--- src/rtl/gameplay_fsm_pkg.sv ---
// Shared definitions for the gameplay controller: legacy-compatible state codes
// and the width helpers also used by the display/score blocks.
package gameplay_fsm_pkg;

    localparam int STATE_W = 3;

    localparam logic [STATE_W-1:0] PLAYING     = 3'd0;
    localparam logic [STATE_W-1:0] YOU_WIN     = 3'd1;
    localparam logic [STATE_W-1:0] GAME_OVER   = 3'd2;
    localparam logic [STATE_W-1:0] RESPAWN     = 3'd3;
    localparam logic [STATE_W-1:0] LEVEL_CLEAR = 3'd4;

    function automatic int lives_width(input int n_lives);
        return $clog2(n_lives + 1);
    endfunction

    function automatic int level_width(input int n_levels);
        return (n_levels <= 1) ? 1 : $clog2(n_levels);
    endfunction

    // Must hold both PAUSE_CYCLES-1 and the post-reload guard value of 2.
    function automatic int timer_width(input int pause_cycles);
        return (pause_cycles <= 2) ? 2 : $clog2(pause_cycles);
    endfunction

endpackage

--- src/rtl/gameplay_timer.sv ---
// Loadable down-counter shared by the respawn pause, level-clear pause and
// the post-reload guard; sticks at zero.
module gameplay_timer #(
    parameter int W = 2
) (
    input  logic         i_clk,
    input  logic         i_reset,
    input  logic         load,
    input  logic [W-1:0] value,
    input  logic         dec,
    output logic         zero
);

    logic [W-1:0] cnt_q;
    logic [W-1:0] cnt_d;

    always_comb begin
        cnt_d = cnt_q;
        if (load) begin
            cnt_d = value;
        end else if (dec && (cnt_q != '0)) begin
            cnt_d = cnt_q - W'(1);
        end
    end

    always_ff @(posedge i_clk) begin
        if (i_reset) begin
            cnt_q <= '0;
        end else begin
            cnt_q <= cnt_d;
        end
    end

    assign zero = (cnt_q == '0);

endmodule

--- src/rtl/gameplay_fsm.sv ---
// Game-state controller: lives, levels, respawn and level-clear pauses.
// All outputs are registered.
//
// state       | meaning
// PLAYING     | normal play, motion enabled
// YOU_WIN     | all levels cleared, waits for i_start
// GAME_OVER   | out of lives or invaders landed, waits for i_start
// RESPAWN     | pause after a non-fatal hit
// LEVEL_CLEAR | pause before loading the next level
module gameplay_fsm
    import gameplay_fsm_pkg::*;
#(
    parameter int N_INVADERS     = 20,
    parameter int LINE_W         = 4,
    parameter int GAME_OVER_LINE = 14,
    parameter int N_LIVES        = 3,
    parameter int N_LEVELS       = 4,
    parameter int PAUSE_CYCLES   = 25_000_000
) (
    input  logic                                i_clk_25MHz,
    input  logic                                i_reset,
    input  logic [N_INVADERS-1:0]               i_invaders_array,
    input  logic [LINE_W-1:0]                   i_invaders_line,
    input  logic                                i_player_hit,
    input  logic                                i_start,
    output logic [STATE_W-1:0]                  o_gameplay,
    output logic [lives_width(N_LIVES)-1:0]     o_lives,
    output logic [level_width(N_LEVELS)-1:0]    o_level,
    output logic                                o_freeze,
    output logic                                o_level_advance
);

    localparam int LIVES_W = lives_width(N_LIVES);
    localparam int LEVEL_W = level_width(N_LEVELS);
    localparam int TIMER_W = timer_width(PAUSE_CYCLES);

    localparam logic [LINE_W-1:0]  GO_LINE    = LINE_W'(GAME_OVER_LINE);
    localparam logic [LIVES_W-1:0] LIVES_INIT = LIVES_W'(N_LIVES);
    localparam logic [LEVEL_W-1:0] LAST_LEVEL = LEVEL_W'(N_LEVELS - 1);
    localparam logic [TIMER_W-1:0] PAUSE_LOAD = TIMER_W'(PAUSE_CYCLES - 1);
    localparam logic [TIMER_W-1:0] GUARD_LOAD = TIMER_W'(2);

    logic [STATE_W-1:0] state_q, state_d;
    logic [LIVES_W-1:0] lives_q, lives_d;
    logic [LEVEL_W-1:0] level_q, level_d;
    logic               freeze_q, freeze_d;
    logic               advance_q, advance_d;

    logic               timer_load;
    logic [TIMER_W-1:0] timer_value;
    logic               timer_dec;
    logic               timer_zero;
    logic               array_empty;

    assign array_empty = (i_invaders_array == '0);

    gameplay_timer #(
        .W (TIMER_W)
    ) u_timer (
        .i_clk   (i_clk_25MHz),
        .i_reset (i_reset),
        .load    (timer_load),
        .value   (timer_value),
        .dec     (timer_dec),
        .zero    (timer_zero)
    );

    always_comb begin
        state_d     = state_q;
        lives_d     = lives_q;
        level_d     = level_q;
        advance_d   = 1'b0;
        timer_load  = 1'b0;
        timer_value = '0;
        timer_dec   = 1'b0;

        case (state_q)
            PLAYING: begin
                if (i_invaders_line >= GO_LINE) begin
                    state_d = GAME_OVER;
                end else if (i_player_hit && (lives_q == LIVES_W'(1))) begin
                    lives_d = '0;
                    state_d = GAME_OVER;
                end else if (i_player_hit) begin
                    lives_d     = lives_q - LIVES_W'(1);
                    state_d     = RESPAWN;
                    timer_load  = 1'b1;
                    timer_value = PAUSE_LOAD;
                end else if (array_empty && timer_zero && (level_q == LAST_LEVEL)) begin
                    state_d = YOU_WIN;
                end else if (array_empty && timer_zero) begin
                    state_d     = LEVEL_CLEAR;
                    timer_load  = 1'b1;
                    timer_value = PAUSE_LOAD;
                end else begin
                    // A running timer here is the guard that hides the stale
                    // empty array until the invader block has reloaded.
                    timer_dec = 1'b1;
                end
            end

            RESPAWN: begin
                if (timer_zero) begin
                    state_d = PLAYING;
                end else begin
                    timer_dec = 1'b1;
                end
            end

            LEVEL_CLEAR: begin
                if (timer_zero) begin
                    level_d     = level_q + LEVEL_W'(1);
                    advance_d   = 1'b1;
                    state_d     = PLAYING;
                    timer_load  = 1'b1;
                    timer_value = GUARD_LOAD;
                end else begin
                    timer_dec = 1'b1;
                end
            end

            YOU_WIN, GAME_OVER: begin
                if (i_start) begin
                    lives_d     = LIVES_INIT;
                    level_d     = '0;
                    advance_d   = 1'b1;
                    state_d     = PLAYING;
                    timer_load  = 1'b1;
                    timer_value = GUARD_LOAD;
                end
            end

            default: begin
                state_d = PLAYING;
            end
        endcase

        freeze_d = (state_d != PLAYING);
    end

    always_ff @(posedge i_clk_25MHz) begin
        if (i_reset) begin
            state_q   <= PLAYING;
            lives_q   <= LIVES_INIT;
            level_q   <= '0;
            freeze_q  <= 1'b0;
            advance_q <= 1'b0;
        end else begin
            state_q   <= state_d;
            lives_q   <= lives_d;
            level_q   <= level_d;
            freeze_q  <= freeze_d;
            advance_q <= advance_d;
        end
    end

    assign o_gameplay      = state_q;
    assign o_lives         = lives_q;
    assign o_level         = level_q;
    assign o_freeze        = freeze_q;
    assign o_level_advance = advance_q;

endmodule
--- config.mk ---
export PLATFORM = sky130hd
export DESIGN_NAME = gameplay_fsm
export DESIGN_NICKNAME = d
export VERILOG_FILES = /design/src/rtl/gameplay_fsm_pkg.sv /design/src/rtl/gameplay_timer.sv /design/src/rtl/gameplay_fsm.sv
export SDC_FILE = /design/constraint.sdc
export NUM_CORES = 1
export LEC_CHECK = 0
export CORE_MARGIN = 8
export CORE_UTILIZATION = 30
export CTS_CLUSTER_SIZE = 10
export DETAILED_ROUTE_END_ITERATION = 16
export DONT_BUFFER_PORTS = 1
export PLACE_DENSITY = 0.5
export SYNTH_ARGS = -nofsm -noshare
export SYNTH_HDL_FRONTEND = slang
export SYNTH_HIERARCHICAL = 1
export SYNTH_SLANG_ARGS = --single-unit
--- constraint.sdc ---
create_clock -name i_clk_25MHz -period 4.7 [get_ports i_clk_25MHz]
set_clock_uncertainty 0.1 [all_clocks]
set_input_delay 0.705 -clock i_clk_25MHz [delete_from_list [all_inputs] [get_ports i_clk_25MHz]]
set_output_delay 0.705 -clock i_clk_25MHz [all_outputs]
set_load 0.01 [all_outputs]
==> flow_metrics.tcl <==
set metrics [dict create \
    top_layer_used "met4" \
    synth_cell_types 53 \
    syn_area_per_cell_um2 7.866 \
    hp-class "input port to flop" \
    drc 0 \
    p_int_uw 586.0 \
    critPathLaunchType "flop" \
    gp_congestion 0.7626 \
    drive_above_1_share 0.08425 \
    grt_pass1_vias 1875 \
    worstSetupStartpoint "u_timer/cnt_q[14]$_SDFFE_PP0P_" \
    finalMaxSlewViolations 0 \
    h-tree-depth 2 \
    grt_overflow_total 0 \
    slowest_delay_ns 0.50 \
    grt_pass1_wl_um 9114 \
    totalWireLength_um 5554 \
    ys_seq_area_frac 0.3181 \
    ctsRootBufferMaster "clkbuf_8" \
    viasPerCell 5.436 \
    cp.arrival_ns 4.18 \
    cts_buffers 5 \
    detail_route.wl_per_cell_um 15.05 \
    port_buffers 0 \
    pwr-share-seq 0.409 \
    outcome "completed" \
    cts_buffer_depth 2 \
    ctsResizeCount 0 \
    final_cells 369 \
    clock_latency_ns 0.29 \
    grt_max_degree 36 \
    die-area_um2 10090 \
    drtIter0Drc 106 \
    synth.cell_area_um2 2140 \
    postSynthCellCount 272 \
    switchingPower_uw 377.2 \
    fin_crit_sh 0.8733 \
    dpl.hpwl_um 3927 \
    die_h_um 100.5 \
    min_period_ns 4.104 \
    path_buf_inv 2 \
    cp.required_ns 4.77 \
    endpoint "u_timer/cnt_q[7]$_SDFFE_PP0P_" \
    die_w_um 100.5 \
    max_cap_violations 0 \
    start_util 0.3132 \
    setup_tns_ns 0 \
    ys_seq_elements 34 \
    setup_violations 0 \
    power_density_nw_per_um2 412.1 \
    p_leak_nw 0.7943 \
    timing.rr.start "u_timer/cnt_q[14]$_SDFFE_PP0P_" \
    path_clk_slew_ns 0.07 \
    antenna_found_initial 0 \
    diodes 0 \
    rsz0062_at_grt "false" \
    hp-start "i_reset" \
    cp_slowest_cell "nor4_1" \
    worst_pin_slew_ns 0.7688 \
    areaGrowthSynthToFinish_pct 9.240 \
    synth_top_area_cell "dfxtp_1" \
    route.met3.wl_um 296 \
    core_region_area_um2 6832 \
    cts_tree "yes" \
    r2r_setup_slack_ns 0.60 \
    synthFlopType "dfxtp_1" \
    hold_violations 0 \
    path_class "flop to flop" \
    ioPinCount 37 \
    cp_max_fo 26 \
    synth.top_cell.area_share 0.3181 \
    regToRegEndpoint "u_timer/cnt_q[7]$_SDFFE_PP0P_" \
    ys.warnings.count 6 \
    post-place-cells 361 \
    cp-end-kind "flop" \
    synth-async-reset-ratio 0 \
    cts_setup_buffers 0 \
    nNetsFinal 304 \
    rr_worst_depth 11 \
    final_cell_mix "nor2_1, dfxtp_1, nand2_1" \
    yosys-top-cells-area "dfxtp_1, nor2_1, a311oi_1" \
    clock_power_share 0.240 \
    met2_length_um 2343 \
    num_vias 2006 \
    postCtsHoldBufs 0 \
    final_common_cell "nor2_1" \
    cp_top_family "simple AND/OR/NAND/NOR gates" \
    drt_pass1_iterations 4 \
    wl_met1_um 2807 \
    grt_usage 0.1123 \
    cp_cell_sequence "nor3_1, nand3_1, nor4_1, inv_1, or3_1, nor3_1, a21oi_1, o31ai_2, inv_1, and4_1, a2111oi_0" \
    switching_share 0.3916 \
    synth_edf_count 0 \
    pwr-share-comb 0.351 \
    critical_path_depth 11 \
    fmax_ghz 0.2436 \
    relSlewSlack 0.4869 \
    ir_drop_mv 0.1253 \
    drtAntennaViolNets 0 \
    clock-sinks 34 \
    rows 30 \
    hold_slack_ns 0.3892 \
]
per-layer routing:
metal  vias to the layer above  track usage
li1                       1031            -
met1                       915       0.1404
met2                        53       0.1723
met3                         7      0.03108
met4                         0      0.05581
met5                         -            0
final cells by class:
cell class,instances,area [µm²]
Clock inverter,1,5.005
Timing Repair Buffer,4,30.03
Inverter,12,45.04
Fill cell,757,4494
Multi-Input combinational cell,215,1370
Clock buffer,7,86.33
Tap cell,96,120.1
Sequential cell,34,680.7
state kept, by name, indices dropped and copies added (netlist names):
register and cells:
o_lives 2, u_timer/cnt_q 25, o_gameplay 3, o_level_advance 1, o_level 2, o_freeze 1
stage by stage:
step,util,setup WS [ns],power (mW),area [µm²]
final,0.3421,0.5956,0.9632,2337
after floorplan,-,0.7069,0.6658,2166
after detailed placement,0.3288,0.6272,0.7348,2246
after global placement,0.3288,0.6752,0.7322,2246
after CTS,0.3421,0.6137,0.9691,2337
after global routing,0.3421,0.1929,1.033,2337
worst min-delay path by stage:
stage	to	cells after the start	slack, ns
2_1_floorplan	u_timer/cnt_q[20]$_SDFFE_PP0P_	2	0.38
3_3_place_gp	u_timer/cnt_q[20]$_SDFFE_PP0P_	2	0.39
3_5_place_dp	u_timer/cnt_q[20]$_SDFFE_PP0P_	2	0.40
4_1_cts	o_level_advance$_SDFF_PP0_	1	0.37
5_1_grt	o_level_advance$_SDFF_PP0_	1	0.36
6_report	o_level[0]$_SDFFE_PP0P_	1	0.39
power groups by stage:
stage / sequential, mW / clock (mW) / combinational [mW]
2_1_floorplan: 0.379 / 0 / 0.287
3_3_place_gp: 0.400 / 0 / 0.333
3_5_place_dp: 0.400 / 0 / 0.335
4_1_cts: 0.394 / 0.239 / 0.337
5_1_grt: 0.402 / 0.251 / 0.379
6_report: 0.394 / 0.231 / 0.338
kinds of logic (layout without fill, tap and decap cells):
| logic type | count (synthesis) | count (layout) | share of synthesized area |
|---|---|---|---|
| other cells | 1 | 8 | 0.001753 |
| xor+xnor | 5 | 5 | 0.02047 |
| fa+ha+maj | 4 | 4 | 0.02339 |
| flops | 34 | 34 | 0.3181 |
| simple gates | 124 | 124 | 0.3070 |
| buf+inv | 30 | 24 | 0.05847 |
| compound gates | 74 | 74 | 0.2708 |
synthesized netlist by cell type (2+ instances only):
library cell / n
a2111oi_0: 6
a211oi_1: 9
a21o_1: 3
a21oi_1: 7
a2bb2oi_1: 2
a311oi_1: 13
a32oi_1: 2
and3_1: 2
and4_1: 3
clkbuf_1: 14
dfxtp_1: 34
ha_1: 4
inv_1: 12
nand2_1: 17
nand2b_1: 4
nand3_1: 6
nand4_1: 2
nand4b_1: 2
nor2_1: 37
nor2b_1: 6
nor3_1: 12
nor4_1: 10
o211ai_1: 3
o21a_1: 2
o21ai_0: 4
o31a_1: 3
o31ai_1: 8
o41ai_1: 3
or2_2: 3
or3_1: 7
or4_1: 7
xnor2_1: 4
No activity file was read; power rests on OpenSTA's default activity.
